<file path="config.mk">
export PLATFORM = sky130hd
export DESIGN_NAME = nanorv32_div_seq
export DESIGN_NICKNAME = d
export VERILOG_FILES = /design/src/rtl/nanorv32_div_seq.sv
export SDC_FILE = /design/constraint.sdc
export NUM_CORES = 1
export LEC_CHECK = 0
export CORE_MARGIN = 2
export CORE_UTILIZATION = 45
export DETAILED_ROUTE_END_ITERATION = 10
export PLACE_DENSITY = 0.83
export SLEW_MARGIN = 10
export SYNTH_ARGS = -nofsm -noshare
export SYNTH_HDL_FRONTEND = slang
export SYNTH_SLANG_ARGS = --single-unit
</file>
<file path="constraint.sdc">
create_clock -name clk -period 5.95 [get_ports clk]
set_input_delay 1.19 -clock clk [delete_from_list [all_inputs] [get_ports clk]]
set_output_delay 1.19 -clock clk [all_outputs]
set_load 0.05 [all_outputs]
</file>
<file path="src/rtl/nanorv32_div_seq.sv">
// Sequencer between the execute stage and the shared iterative divider.
// Resolves RISC-V divide-by-zero/overflow locally, otherwise issues to the divider and waits.
module nanorv32_div_seq #(
  parameter int TIMEOUT_CYCLES = 64,
  parameter int CNT_WIDTH      = 7
) (
  input  logic        clk,
  input  logic        rst,
  input  logic        op_valid,
  output logic        op_ready,
  input  logic [1:0]  op_sel,
  input  logic [31:0] op_a,
  input  logic [31:0] op_b,
  input  logic        op_kill,
  output logic        res_valid,
  input  logic        res_ready,
  output logic [31:0] res_data,
  output logic        res_err,
  output logic        busy,
  output logic        div_req_valid,
  input  logic        div_req_ready,
  output logic        div_req_signed,
  output logic        div_req_rem,
  output logic [31:0] div_req_a,
  output logic [31:0] div_req_b,
  input  logic        div_resp_valid,
  input  logic [31:0] div_resp_result
);

  typedef enum logic [2:0] {
    S_IDLE  = 3'd0,
    S_ISSUE = 3'd1,
    S_WAIT  = 3'd2,
    S_DONE  = 3'd3,
    S_DRAIN = 3'd4
  } state_t;

  localparam logic [CNT_WIDTH-1:0] CNT_LAST = CNT_WIDTH'(TIMEOUT_CYCLES - 1);
  localparam logic [CNT_WIDTH-1:0] CNT_ONE  = CNT_WIDTH'(1);
  localparam logic [CNT_WIDTH-1:0] CNT_ZERO = CNT_WIDTH'(0);

  state_t                 state_r, state_s;
  logic [CNT_WIDTH-1:0]   cnt_r, cnt_s;
  logic [1:0]             sel_r;
  logic [31:0]            a_r, b_r;
  logic [31:0]            res_data_r, res_data_s;
  logic                   res_err_r, res_err_s;
  logic                   accept_s;

  // Operations whose result is architecturally fixed and never reach the divider.
  function automatic logic is_fast(input logic [1:0] sel, input logic [31:0] a, input logic [31:0] b);
    logic hit;
    if (b == 32'h0000_0000) begin
      hit = 1'b1;
    end else if (!sel[0] && (a == 32'h8000_0000) && (b == 32'hFFFF_FFFF)) begin
      hit = 1'b1;
    end else begin
      hit = 1'b0;
    end
    return hit;
  endfunction

  // Result of a fast-path operation: sel[1] selects remainder.
  function automatic logic [31:0] fast_result(input logic [1:0] sel, input logic [31:0] a,
                                              input logic [31:0] b);
    logic [31:0] r;
    if (b == 32'h0000_0000) begin
      r = sel[1] ? a : 32'hFFFF_FFFF;
    end else begin
      r = sel[1] ? 32'h0000_0000 : 32'h8000_0000;
    end
    return r;
  endfunction

  // Next-state, watchdog counter and result register updates.
  always_comb begin
    state_s    = state_r;
    cnt_s      = cnt_r;
    res_data_s = res_data_r;
    res_err_s  = res_err_r;
    accept_s   = 1'b0;
    case (state_r)
      S_IDLE: begin
        if (op_valid && !op_kill) begin
          accept_s = 1'b1;
          if (is_fast(op_sel, op_a, op_b)) begin
            state_s    = S_DONE;
            res_data_s = fast_result(op_sel, op_a, op_b);
            res_err_s  = 1'b0;
          end else begin
            state_s = S_ISSUE;
          end
        end else begin
          state_s = S_IDLE;
        end
      end
      S_ISSUE: begin
        if (op_kill) begin
          // A request the divider already took must still be drained.
          if (div_req_ready) begin
            state_s = S_DRAIN;
            cnt_s   = CNT_ZERO;
          end else begin
            state_s = S_IDLE;
          end
        end else if (div_req_ready) begin
          state_s = S_WAIT;
          cnt_s   = CNT_ZERO;
        end else begin
          state_s = S_ISSUE;
        end
      end
      S_WAIT: begin
        cnt_s = cnt_r + CNT_ONE;
        if (op_kill) begin
          state_s = div_resp_valid ? S_IDLE : S_DRAIN;
        end else if (div_resp_valid) begin
          state_s    = S_DONE;
          res_data_s = div_resp_result;
          res_err_s  = 1'b0;
        end else if (cnt_r == CNT_LAST) begin
          state_s    = S_DONE;
          res_data_s = 32'h0000_0000;
          res_err_s  = 1'b1;
        end else begin
          state_s = S_WAIT;
        end
      end
      S_DRAIN: begin
        cnt_s = cnt_r + CNT_ONE;
        if (div_resp_valid || (cnt_r == CNT_LAST)) begin
          state_s = S_IDLE;
        end else begin
          state_s = S_DRAIN;
        end
      end
      S_DONE: begin
        if (op_kill || res_ready) begin
          state_s    = S_IDLE;
          res_data_s = 32'h0000_0000;
          res_err_s  = 1'b0;
        end else begin
          state_s = S_DONE;
        end
      end
      default: begin
        state_s    = S_IDLE;
        cnt_s      = CNT_ZERO;
        res_data_s = 32'h0000_0000;
        res_err_s  = 1'b0;
      end
    endcase
  end

  // State, counter and result registers.
  always_ff @(posedge clk) begin
    if (rst) begin
      state_r    <= S_IDLE;
      cnt_r      <= CNT_ZERO;
      res_data_r <= 32'h0000_0000;
      res_err_r  <= 1'b0;
    end else begin
      state_r    <= state_s;
      cnt_r      <= cnt_s;
      res_data_r <= res_data_s;
      res_err_r  <= res_err_s;
    end
  end

  // Operand latches, loaded only on accept so the divider request stays stable.
  always_ff @(posedge clk) begin
    if (rst) begin
      sel_r <= 2'd0;
      a_r   <= 32'h0000_0000;
      b_r   <= 32'h0000_0000;
    end else if (accept_s) begin
      sel_r <= op_sel;
      a_r   <= op_a;
      b_r   <= op_b;
    end else begin
      sel_r <= sel_r;
      a_r   <= a_r;
      b_r   <= b_r;
    end
  end

  assign op_ready       = (state_r == S_IDLE);
  assign busy           = (state_r != S_IDLE);
  assign res_valid      = (state_r == S_DONE);
  assign res_data       = res_data_r;
  assign res_err        = res_err_r;
  assign div_req_valid  = (state_r == S_ISSUE);
  assign div_req_signed = ~sel_r[0];
  assign div_req_rem    = sel_r[1];
  assign div_req_a      = a_r;
  assign div_req_b      = b_r;

endmodule
</file>
After elaboration in Yosys (flattened, before gate mapping)
Index checks and enable logic that the tools add are counted.
{ "totals": {"ff_bits": 109, "latchBits": 0, "mem_bits_rw": 0, "rom_bits": 0, "out_inout_bits": 103, "memories": 0} }
{ "op_classes": {"addsub": 1, "n_mul": 0, "div": 0, "n_lt_le_gt_ge": 0, "n_eq_ne": 13, "shift": 0, "n_mux": 37, "bitwise": 3, "reduce_logical": 15} }
{ "ops": {"columns": ["op", "count"], "rows": [
  ["two-way mux 32 bit", 9],
  ["case mux 32 bit (4 select lines)", 1],
  ["equality test 32 bit (second input constant)", 2],
  ["logical NOT 32 bit", 1],
  ["case mux 7 bit (3 select lines)", 1],
  ["two-way mux 3 bit", 6],
  ["case mux 3 bit (5 select lines)", 1],
  ["two-way mux 1 bit", 14],
  ["inequality test 2 x 1 -> 1 bit (second input constant)", 4],
  ["adder 7 x 1 -> 7 bit (second input constant)", 1],
  ["equality test 7 x 6 -> 1 bit (second input constant)", 1],
  ["two-way mux 7 bit", 1],
  ["equality test 3 x 2 -> 1 bit (second input constant)", 2],
  ["two-way mux 2 bit", 3],
  ["AND reduction 6 bit", 1],
  ["OR reduction 2 bit", 3],
  ["case mux 1 bit (4 select lines)", 1],
  ["equality test 3 x 1 -> 1 bit (second input constant)", 1],
  ["equality test 3 bit (second input constant)", 1],
  ["logical AND 1 bit", 3],
  ["logical NOT 3 bit", 1],
  ["inequality test 3 bit (second input constant)", 1],
  ["NOT 1 bit", 3],
  ["nonzero test 3 bit", 1],
  ["other kinds (4)", 6]
]} }

Logic depth before layout (Yosys ltp)
Gate-level depths: netlist (run 1).
{ "depth": {"ltp_word": 10, "mapped_depth": 10, "depth_no_buf": 7} }

Least setup slack after synthesis (run 1)
Ideal clock, no wire load.
{ "synth_path": {"kind": "input -> register", "start": "input port op_a[6]", "end": "register res_data_r[10] (netlist: res_data[10])", "arrival_time_ns": 2.896, "t_required_ns": 5.803, "path_slack_ns": 2.907, "cell_stages": 8, "cell_sequence": "or4_4 -> nor4_2 -> nand4_2 -> o21ai_4 -> and2_4 -> buf_12 -> buf_12 -> a311oi_2"} }
{ "synth_between": {"elab_chain_cells": 9} }
{ "synth_rtl": {"columns": ["item", "line", "rtl"], "rows": [
  ["start, declared", "12", "input logic [31:0] op_a,"],
  ["equality test 32 bit", "55", "end else if (!sel[0] && (a == 32'h8000_0000) && (b == 32'hFFFF_FFFF)) begin"],
  ["logical AND 1 bit (2 in series)", "55", null],
  ["two-way mux 1 bit", "55", null],
  ["two-way mux 1 bit", "53", "if (b == 32'h0000_0000) begin"],
  ["two-way mux 1 bit", "84", "if (op_valid && !op_kill) begin"],
  ["two-way mux 1 bit", "82", "case (state_r)"],
  ["inequality test 2 x 1 -> 1 bit (no line)", null, null],
  ["AND reduction 6 bit (no line)", null, null],
  ["end signal, assigned", "165", "res_data_r <= res_data_s;"],
  ["end, declared", "46", "logic [31:0] res_data_r, res_data_s;"]
]} }
No other way between the ends. The select of a mux whose other input is x is not followed.
A chain may end at the register's enable or synchronous reset.

Worst setup path after layout (run 1)
{ "layout_path": {"start": "input port op_a[2]", "end": "register res_data_r[10] (netlist: res_data[10])"} }
The elaborated chain is that of the path after synthesis.

==> results of run 1 <==
-- cell usage in the layout, fill, tap and decap left out, types with 3 or more instances in the layout --
master             n
nand4b_1           5
inv_1              5
a311oi_2          28
or4_1              4
dfxtp_1          109
buf_4              6
nand3_1            6
o21ai_0           41
xor2_1             5
nor4_1            10
a21oi_1          102
clkbuf_8          10
nand2_1          168
nor2_1            18
nor2b_1            3
a311oi_1           3
clkdlybuf4s50_1  206
nand2b_1           5
nand4_1            6
a31oi_1            3
-- worst max-delay path, stage by stage --
cell,delay [ns]
clkdlybuf4s50_1,0.48
or4_1,0.62
nor4_2,0.42
nand3_1,0.20
o21ai_4,0.16
buf_4,0.35
a21oi_1,0.15
a311oi_2,0.28
-- cell type report --
class	instances	share of cell area
clock buffer	12	0.0203
clock inverter	3	0.00649
inverter	5	0.00263
multi-input combinational	439	0.345
sequential	109	0.306
tap	140	0.0246
timing repair buffer	212	0.295
-- synthesized netlist by cell type (all sizes together) --
| cell type | count |
|---|---|
| nand3 | 6 |
| a311oi | 31 |
| or2 | 1 |
| a41oi | 1 |
| and2 | 2 |
| nor3 | 3 |
| dfxtp | 109 |
| a21o | 2 |
| nor2 | 19 |
| and4 | 1 |
| nor2b | 3 |
| buf | 9 |
| a21oi | 102 |
| a22oi | 1 |
| xor2 | 5 |
| nand4b | 5 |
| nand2 | 169 |
| and3 | 3 |
| or4 | 5 |
| nand2b | 5 |
| nand4 | 7 |
| nand4bb | 1 |
| a21boi | 1 |
| o31ai | 1 |
| xnor2 | 1 |
| a31oi | 3 |
| a22o | 1 |
| ha | 1 |
| clkbuf | 41 |
| nor3b | 1 |
| nor4 | 12 |
| o31a | 2 |
| o21ai | 43 |
| a211oi | 1 |
| inv | 5 |
-- stage by stage --
step / instances / utilization / instance area [sq um]
after detailed placement: 905 / 0.646 / 6940
after global routing: 920 / 0.664 / 7130
after CTS: 920 / 0.664 / 7130
final: 920 / 0.664 / 7130
after global placement: 905 / 0.646 / 6940
after floorplan: 603 / - / 4920
-- per-layer routing --
layer  routed length [microns]  vias up  share of wire
li1                          -     2464              -
met1                      6800     2503           0.40
met2                      8190      242           0.49
met3                      1360       36          0.081
met4                       461        0          0.027
met5                         0        -              0
-- how the worst max path moves through the flow --
stage,start,to,slack [ns],cells past startpoint
finish,op_a[2],res_data[10],2.34,8
global route,op_a[2],res_data[10],2.17,8
CTS,op_a[2],res_data[10],2.36,7
detailed placement,op_a[2],res_data[10],1.95,7
global placement,op_a[2],res_data[5],2.02,7
floorplan,op_a[6],res_data[10],2.91,8
-- power by group --
part / leakage (uW) / switching, uW / internal (uW)
clock network: 0.0000927 / 248 / 205
registers: 0.000889 / 23.3 / 770
logic: 0.00133 / 290 / 177
-- flip-flops by register name, summed over array words and instances, names as in the netlist --
signal	flops
res_data	32
cnt_r	7
state_r	3
res_err	1
div_req_b	32
div_req_a	32
sel_r	2
-- kinds of logic (layout without fill, tap and decap cells) --
kind of cell    after synthesis  count (layout)  share of synthesized area
compound gates              189             189                      0.262
xor+xnor                      6               6                     0.0107
fa+ha+maj                     1               1                    0.00254
buf+inv                      55             232                     0.0598
flops                       109             109                      0.444
simple gates                243             243                      0.222
==> impl_results.md, run 1 <==
- DIE WIDTH: 109 microns
- Antenna viol nets, final: 0
- First-pass GRT wire length: 25.9 mm
- Mapped Cells: roughly 600
- Final worst-path cycle share: 0.606
- Residual DRC count: 0
- Hold Buf Count CTS: 0
- Req. time, crit path: between 6 and 7 ns
- Hold Crit Class: reg -> reg
- Vias: 5,245
- Final WL: between 15 and 20 mm
- Worst-Margin Slew: 1.24 ns
- WHS Endpoint: div_req_a[29]
- Setup Fix Bufs, Post-CTS: 0
- Pins Over Slew Limit: 0
- Reg2Reg Setup Slack: 3.19 ns
- Die Footprint: approximately 12,000 sq um
- #FFs+latches synth: approximately 110
- Initial Util: 0.458
- Clock sinks: around 110
- Seq/Total Area, Yosys: 0.444
- Top cells by area, synth: dfxtp_1, nand2_1, a21oi_1, a311oi_2, o21ai_0
- Chip height: roughly 110 microns
- Final worst setup slack: approximately 2.3 ns
- Post-route minimum period: 3.61 ns
- Max Clk Rate: between 0.2 and 0.3 GHz
- Reg clk slew, reported paths: about 0.1 ns
- Num CTS Buffers: 9
- GRT met3 Usage: 0.0597
- Wire per inst: between 15 and 20 microns
- Pin count of the biggest net entering global routing: ~110
- DRT Pass-1 Iters: 7
- Post-synth top area cell: dfxtp_1
- Max Cap Viol: 0
- Clock skew: ~0.0075 ns
- Relative slew slack: 0.174
- Run status: complete, no violations
- Top cell type's share of synthesized area: 0.444
- Area of the mapped netlist: 4920 sq um
- All-Layer GR Usage: 0.282
- HP Start: div_req_a[29]
- Share of cells above drive strength 1: 0.0756
- GRT Residual Overflow: 0
- Reg2reg start: cnt_r[0]
- CP Class: in -> reg
- GPL Wtd Cong: ~0.94
- Avg Inst Size Synth: between 8 and 9 sq um
- Max Fanout on Critical Path: 33
- Sequential cell area: 2180 sq um
- Layout fillers: approximately 900
- Final count of hold timing violations: 0
- Synth-to-Final Area Change: 45.0%
- Crit path arrival time: just under 4 ns
- Most crowded layer after global routing: met2
- CTS tree: done
- Cells resized by post-CTS repair: 0
- Distinct cell type count after synthesis: between 40 and 50
- Dpl hpwl: about 12 mm
- Worst setup SP type: input pin
- Peak VDD IR: roughly 0.13 mV
- Met2 Usage GRT: 0.482
- Port buffer count: ~210
- R2R depth: 8
- Setup TNS: 0 ns
- Pleak: about 0.0023 uW
- Clk root buf: clkbuf_8
- Initial antenna violation count: 0
- Met1 GRT Util: 0.345
- Io pins: 208
- Number of H-tree levels: 3
- Hold_ws: 0.459 ns
- Overall power: about 1700 uW
- RR Endpoint: res_data[10]
- Worst-skew pair later-pin latency: between 0.3 and 0.4 ns
- Area of the multi-input gates: 2460 sq um
- Ys Warns: 0
- Nature of the critical path endpoint: flop
- Vias in the first global route: a little over 5,000
- Final count of negative-setup-slack endpoints: 0
- Post-DR vias/cell: between 5 and 6
- Pre-CTS setup slack: slightly below 2 ns
- Core area: 10,700 sq um
- Clk buf depth: 2
- Power density cells: between 200 and 250 nW/um^2
- Syn Nets: ~710
- Diode count: 0
- DR iter-0 viols: about 390
- WHS Path Cells: 2
- RSZ-0062 raised after global routing: no
- Rows: 38
- Layout Nets: just under 900
No activity file was read; power rests on OpenSTA's default activity.
==> inputs of run 2 (changes only) <==
- CORE_UTILIZATION: 45 -> 39
- PLACE_DENSITY: 0.83 -> 0.76
- clock period: 5.95 -> 3 ns (I/O delays scaled with it)
==> run 2 against run 1 <==
Flip-flop and latch count unchanged. Clock power rose to 2.5 times the previous value. Sequential power up 99%. Die area up 15%. Highest routed layer unchanged. Largest cell class unchanged. Sequential share of layout area down 1.4 points. Hold slack worse by 0.0031 ns.
==> impl_results.md, run 2 (synthesized netlist as in run 1, its figures left out) <==
- Number of H-tree levels: 3 (unchanged)
- Met2 routed WL: 8.26 mm (was 8.19 mm)
- RR Endpoint: res_data[4] (was res_data[10])
- Clock power frac: 0.309 (was 0.265)
- Pin count of the biggest net entering global routing: 76 (was 105)
- Final count of negative-setup-slack endpoints: 0 (unchanged)
- Layout fillers: 1,156 (was 904)
- GRT Residual Overflow: 0 (unchanged)
- Gate power share: 0.261 (was 0.273)
- Synth-to-Final Area Change: 52.0% (was 45.0%)
- First-pass GRT wire length: 26.3 mm (was 25.9 mm)
- Seq pwr share: 0.429 (was 0.463)
- Clk buf depth: 2 (unchanged)
- Io pins: 208 (unchanged)
- DRT Pass-1 Iters: 7 (unchanged)
- HP Start: div_req_a[24] (was div_req_a[29])
- DR iter-0 viols: 479 (was 387)
- Core area: 12,500 sq um (was 10,700 sq um)
- CP cell instances: nor2_1, nand2_1, clkdlybuf4s50_1 (was clkdlybuf4s50_1, or4_1, nor4_2, nand3_1, o21ai_4, buf_4, a21oi_1, a311oi_2)
- Diode count: 0 (unchanged)
- Crit-path max cell delay: 0.86 ns (was 0.62 ns)
- Setup TNS: 0 ns (unchanged)
- Most common cell after layout, fill and taps aside: clkdlybuf4s50_1 (unchanged)
- Net Sw Frac: 0.322 (was 0.328)
- Final worst-path cycle share: 0.918
- Worst setup SP type: flop (was input pin)
- CP Class: reg -> out (was in -> reg)
- Worst-Margin Slew: 0.968 ns (was 1.24 ns)
- Wire per inst: 17.7 microns (was 18.3 microns)
- Reg2Reg Setup Slack: 0.84 ns (was 3.19 ns)
- Vias: 5,213 (was 5,245)
- Layout Nets: 904 (was 882)
- GPL Wtd Cong: 0.839 (was 0.942)
- Share of cells above drive strength 1: 0.103 (was 0.0756)
- Antenna viol nets, final: 0 (unchanged)
- Pins Over Slew Limit: 0 (unchanged)
- Initial Util: 0.395 (was 0.458)
- Crit path arrival time: 2.15 ns (was 3.89 ns)
- Reg clk slew, reported paths: 0.07 ns (was 0.10 ns)
- Final count of hold timing violations: 0 (unchanged)
- Relative slew slack: 0.355 (was 0.174)
- Placed insts: 959 (was 905)
- Sequential cell area: 2180 sq um (unchanged)
- CTS tree: done (unchanged)
- Hold Crit Class: reg -> reg (unchanged)
- Max layer used: met4 (unchanged)
- Num CTS Buffers: 9 (unchanged)
- Max Fanout on Critical Path: 13 (was 33)
- Most frequent cells in the layout: clkdlybuf4s50_1, nand2_1, dfxtp_1 (unchanged)
- Peak VDD IR: 0.240 mV (was 0.133 mV)
- RSZ-0062 raised after global routing: no (unchanged)
- Vias in the first global route: 5,132 (was 5,158)
- Power density cells: 491 nW/um^2 (was 240 nW/um^2)
- Initial antenna violation count: 0 (unchanged)
- Rows: 41 (was 38)
- Hold Buf Count CTS: 0 (unchanged)
- Cells resized by post-CTS repair: 0 (unchanged)
- Met3 WL: 1.38 mm (was 1.36 mm)
- Area of the multi-input gates: 2460 sq um (about the same)
- Finished Cell Area: 7480 sq um (was 7130 sq um)
- DIE WIDTH: 116 microns (was 109 microns)
- Chip height: 116 microns (was 109 microns)
- Final Util: 0.600 (was 0.664)
- R2R depth: 8 (unchanged)
- Overall power: 3670 uW (was 1710 uW)
- Die Footprint: 13,500 sq um (was 11,800 sq um)
- Reg2reg start: cnt_r[0] (unchanged)
- Post-route minimum period: roughly 2.8 ns
- NetSw: 1180 uW (was 562 uW)
- Port buffer count: 207 (unchanged)
- Pleak: 0.00248 uW (was 0.00232 uW)
- Nature of the critical path endpoint: output port (was flop)
- Worst-skew pair later-pin latency: 0.36 ns (was 0.38 ns)
- Clock skew: 0.00521 ns (was 0.00751 ns)
- Final WL: 17.3 mm (was 16.8 mm)
- Total internal power: 2490 uW (was 1150 uW)
- All-Layer GR Usage: 0.254 (was 0.282)
- CP max-delay cell: clkdlybuf4s50_1 (was or4_1)
- Clk root buf: clkbuf_16 (was clkbuf_8)
- Max Cap Viol: 0 (unchanged)
- Layout Cells excl Fill: 975 (was 920)
- Setup Fix Bufs, Post-CTS: 0 (unchanged)
- Post-DR vias/cell: 5.35 (was 5.70)
- Dpl hpwl: 13.1 mm (was 12.0 mm)
- Run status: complete, no violations (unchanged)
- Placed cell area: 7200 sq um (was 6940 sq um)
- Residual DRC count: 0 (unchanged)
- Max Clk Rate: about 0.36 GHz
- Req. time, crit path: 2.40 ns (was 6.23 ns)
- Wire length on met1: 6.89 mm (was 6.80 mm)
- WHS Path Cells: 2 (unchanged)
- Clock sinks: 109 (unchanged)
- WHS Endpoint: div_req_a[24] (was div_req_a[29])
==> run 2: changes by cell type in the layout (fill, tap and decap cells not counted), sizes merged <==
cell	before	now
clkinvlp	1	2
clkbuf	12	10
clkdlybuf4s50	206	205
bufinv	1	0
dlymetal6s2s	0	1
buf	6	28
clkinv	1	4
==> run 2: final cells by class <==
| type | count | area share |
|---|---|---|
| Sequential cell | 109 | 0.292 |
| Tap cell | 172 | 0.0288 |
| Timing Repair Buffer | 234 | 0.311 |
| Clock buffer | 10 | 0.0320 |
| Inverter | 5 | 0.00251 |
| Multi-Input combinational cell | 439 | 0.329 |
| Clock inverter | 6 | 0.00519 |
==> run 2: power groups by stage <==
| stage | logic [uW] | clock network, uW | registers [uW] |
|---|---|---|---|
| final | 960 | 1140 | 1580 |
| after global routing | 1010 | 1200 | 1580 |
| after CTS | 961 | 1150 | 1580 |
| after detailed placement | 958 | 0 | 1610 |
| after global placement | 943 | 0 | 1610 |
| after floorplan | 282 | 0 | 1870 |
==> run 2: worst max-delay path by stage <==
stage,start,end,slack (ns),depth (start not counted)
6_report,state_r[1],busy,0.25,3
5_1_grt,op_a[2],res_data[15],0.15,8
4_1_cts,state_r[1],op_ready,0.11,4
3_5_place_dp,op_a[2],res_data[21],-0.07,8
3_3_place_gp,op_a[2],res_data[16],0.04,8
2_1_floorplan,op_a[6],res_data[10],0.55,8
==> run 2: critical path: cells and delay by family (launching register included) <==
family | cells | cell delay (ns)
flops | 1 | 0.56
buf+inv | 1 | 0.86
simple gates | 2 | 0.37
==> run 2: metal layers <==
| layer | global-route usage | up-vias |
|---|---|---|
| met5 | 0 | - |
| met3 | 0.0732 | 46 |
| met1 | 0.304 | 2443 |
| met2 | 0.414 | 223 |
| met4 | 0.133 | 0 |
| li1 | - | 2501 |
==> run 2: metrics by stage <==
step	setup slack, ns	hold WS [ns]
global placement	0.0424	0.441
floorplan	0.547	0.436
finish	0.246	0.455
detailed placement	-0.0667	0.447
CTS	0.110	0.454
global route	0.147	0.475
==> inputs of run 3 (changes only) <==
- CORE_MARGIN: 2 -> not set
- CTS_BUF_LIST: not set -> sky130_fd_sc_hd__clkbuf_16
==> run 3 against run 2 <==
Cell area up 0.42%. Via count up 1.6%. Routed wire length down 0.31%. Global-route usage up 0.67 points. First-iteration DRC count down 10%.
==> impl_results.md, run 3 (synthesized netlist as in run 1, its figures left out) <==
- Sequential cell area: 2180 sq um (unchanged)
- Final WL: 17.2 mm (was 17.3 mm)
- Post-DR vias/cell: 5.46 (was 5.35)
- Met2 Usage GRT: 0.435 (was 0.414)
- DRT Pass-1 Iters: 4 (was 7)
- Vias: 5,295 (was 5,213)
- Final count of negative-setup-slack endpoints: 0 (unchanged)
- DIE WIDTH: 114 microns (was 116 microns)
- Most frequent cells in the layout: clkdlybuf4s50_1, nand2_1, dfxtp_1 (unchanged)
- Pre-CTS setup slack: -0.189 ns (was -0.0667 ns)
- Chip height: 114 microns (was 116 microns)
- Number of H-tree levels: 3 (unchanged)
- CP Class: reg -> out (unchanged)
- Initial Util: 0.404 (was 0.395)
- First-pass GRT wire length: 26.5 mm (was 26.3 mm)
- Reg clk slew, reported paths: 0.07 ns (about the same)
- Relative slew slack: 0.490 (was 0.355)
- Share of cells above drive strength 1: 0.0986 (was 0.103)
- Final worst setup slack: 0.226 ns (was 0.246 ns)
- CP cell instances: nor2_1, nand2_1, clkdlybuf4s50_1 (unchanged)
- Layout fillers: 1,045 (was 1,156)
- Core area: 12,200 sq um (was 12,500 sq um)
- Hold_ws: 0.456 ns (was 0.455 ns)
- All-Layer GR Usage: 0.260 (was 0.254)
- Clock sinks: 109 (unchanged)
- Rows: 40 (was 41)
- Vias in the first global route: 5,264 (was 5,132)
- Port buffer count: 207 (unchanged)
- Io pins: 208 (unchanged)
- Dpl hpwl: 12.9 mm (was 13.1 mm)
- Die Footprint: 13,100 sq um (was 13,500 sq um)
- Synth-to-Final Area Change: 52.6% (was 52.0%)
- Hold Crit Class: reg -> reg (unchanged)
- Worst setup SP type: flop (unchanged)
- Diode count: 0 (unchanged)
- Crit path arrival time: 2.17 ns (was 2.15 ns)
- Delay-heaviest family, CP: buffers and inverters (unchanged)
- Pins Over Slew Limit: 0 (unchanged)
- Worst-Margin Slew: 0.765 ns (was 0.968 ns)
- Clock skew: 0.00932 ns (was 0.00521 ns)
- Antenna viol nets, final: 0 (unchanged)
- Met1 GRT Util: 0.309 (was 0.304)
- RSZ-0062 raised after global routing: no (unchanged)
- Peak VDD IR: 0.357 mV (was 0.240 mV)
- Layout Cells excl Fill: 969 (was 975)
- Clk buf depth: 2 (unchanged)
- GRT Residual Overflow: 0 (unchanged)
- Residual DRC count: 0 (unchanged)
- Area of the multi-input gates: 2460 sq um (about the same)
- DR iter-0 viols: 431 (was 479)
- Max Cap Viol: 0 (unchanged)
- Nature of the critical path endpoint: output port (unchanged)
- Max Fanout on Critical Path: 13 (unchanged)
- Worst-skew pair later-pin latency: 0.35 ns (was 0.36 ns)
- Run status: complete, no violations (unchanged)
- Layout Nets: 902 (was 904)
- Wire per inst: 17.8 microns (was 17.7 microns)
- Placed insts: 953 (was 959)
- Hold Buf Count CTS: 0 (unchanged)
- GRT met3 Usage: 0.0821 (was 0.0732)
- GPL Wtd Cong: 0.897 (was 0.839)
- CP Buf/Inv Count: 1 (unchanged)
- Post-route minimum period: 2.77 ns (was 2.75 ns)
- Power density cells: 494 nW/um^2 (was 491 nW/um^2)
- Most crowded layer after global routing: met2 (unchanged)
- CP max-delay cell: clkdlybuf4s50_1 (unchanged)
- Crit-path max cell delay: 0.86 ns (about the same)
- Req. time, crit path: 2.40 ns (about the same)
- Clk root buf: clkbuf_16 (unchanged)
- Pin count of the biggest net entering global routing: 63 (was 76)
- Initial antenna violation count: 0 (unchanged)
- Pleak: 0.00250 uW (was 0.00248 uW)
- CTS tree: done (unchanged)
- Num CTS Buffers: 9 (unchanged)
- Most common cell after layout, fill and taps aside: clkdlybuf4s50_1 (unchanged)
- Final count of hold timing violations: 0 (unchanged)
- Final worst-path cycle share: 0.925 (was 0.918)
- Max Clk Rate: 0.361 GHz (was 0.363 GHz)
==> run 3: report_power, final <==
part | internal [uW] | switching [uW]
Sequential | 1530 | 47.4
Clock | 638 | 526
Combinational | 383 | 585
Total | 2550 | 1160
==> run 3: layout make-up <==
class / instances / share of cell area
Multi-Input combinational cell: 439 / 0.328
Timing Repair Buffer: 232 / 0.313
Sequential cell: 109 / 0.291
Clock buffer: 9 / 0.0300
Tap cell: 168 / 0.0280
Clock inverter: 7 / 0.00800
Inverter: 5 / 0.00250
==> run 3: layer usage <==
layer | wire [microns] | share of wire
met3 | 1460 | 0.085
met2 | 8250 | 0.48
met5 | 0 | 0
met1 | 7020 | 0.41
met4 | 479 | 0.028
==> run 3: final timing paths <==
| check | slack (ns) | endpoint | cells past startpoint | from |
|---|---|---|---|---|
| max | 0.23 | busy | 3 | state_r[1] |
| min | 0.46 | div_req_b[24] | 2 | div_req_b[24] |
| max reg2reg | 0.68 | res_data[23] | 9 | cnt_r[0] |
| min reg2reg | 0.46 | div_req_b[24] | 2 | div_req_b[24] |
==> run 3: tightest hold or removal path: stages (launching register included) <==
cell     delay, ns
dfxtp_1       0.31
nand2_1       0.05
a21oi_1       0.05
==> run 3: per-stage QoR <==
| stage | utilization | setup TNS [ns] | cell area, sq um | total power, uW |
|---|---|---|---|---|
| 5_1_grt | 0.617 | 0 | 7510 | 3840 |
| 3_5_place_dp | 0.593 | -5.39 | 7210 | 2570 |
| 3_3_place_gp | 0.593 | -3.46 | 7210 | 2550 |
| 4_1_cts | 0.617 | 0 | 7500 | 3730 |
| 6_report | 0.617 | 0 | 7510 | 3710 |
| 2_1_floorplan | - | 0 | 4920 | 2160 |
==> run 3: what timing repair did <==
action | CTS | global route
endpoints found under the setup margin | 0 | 9
gates resized for setup | 0 | 2
buffers inserted | 0 | 0
hold endpoints to repair | 0 | 0
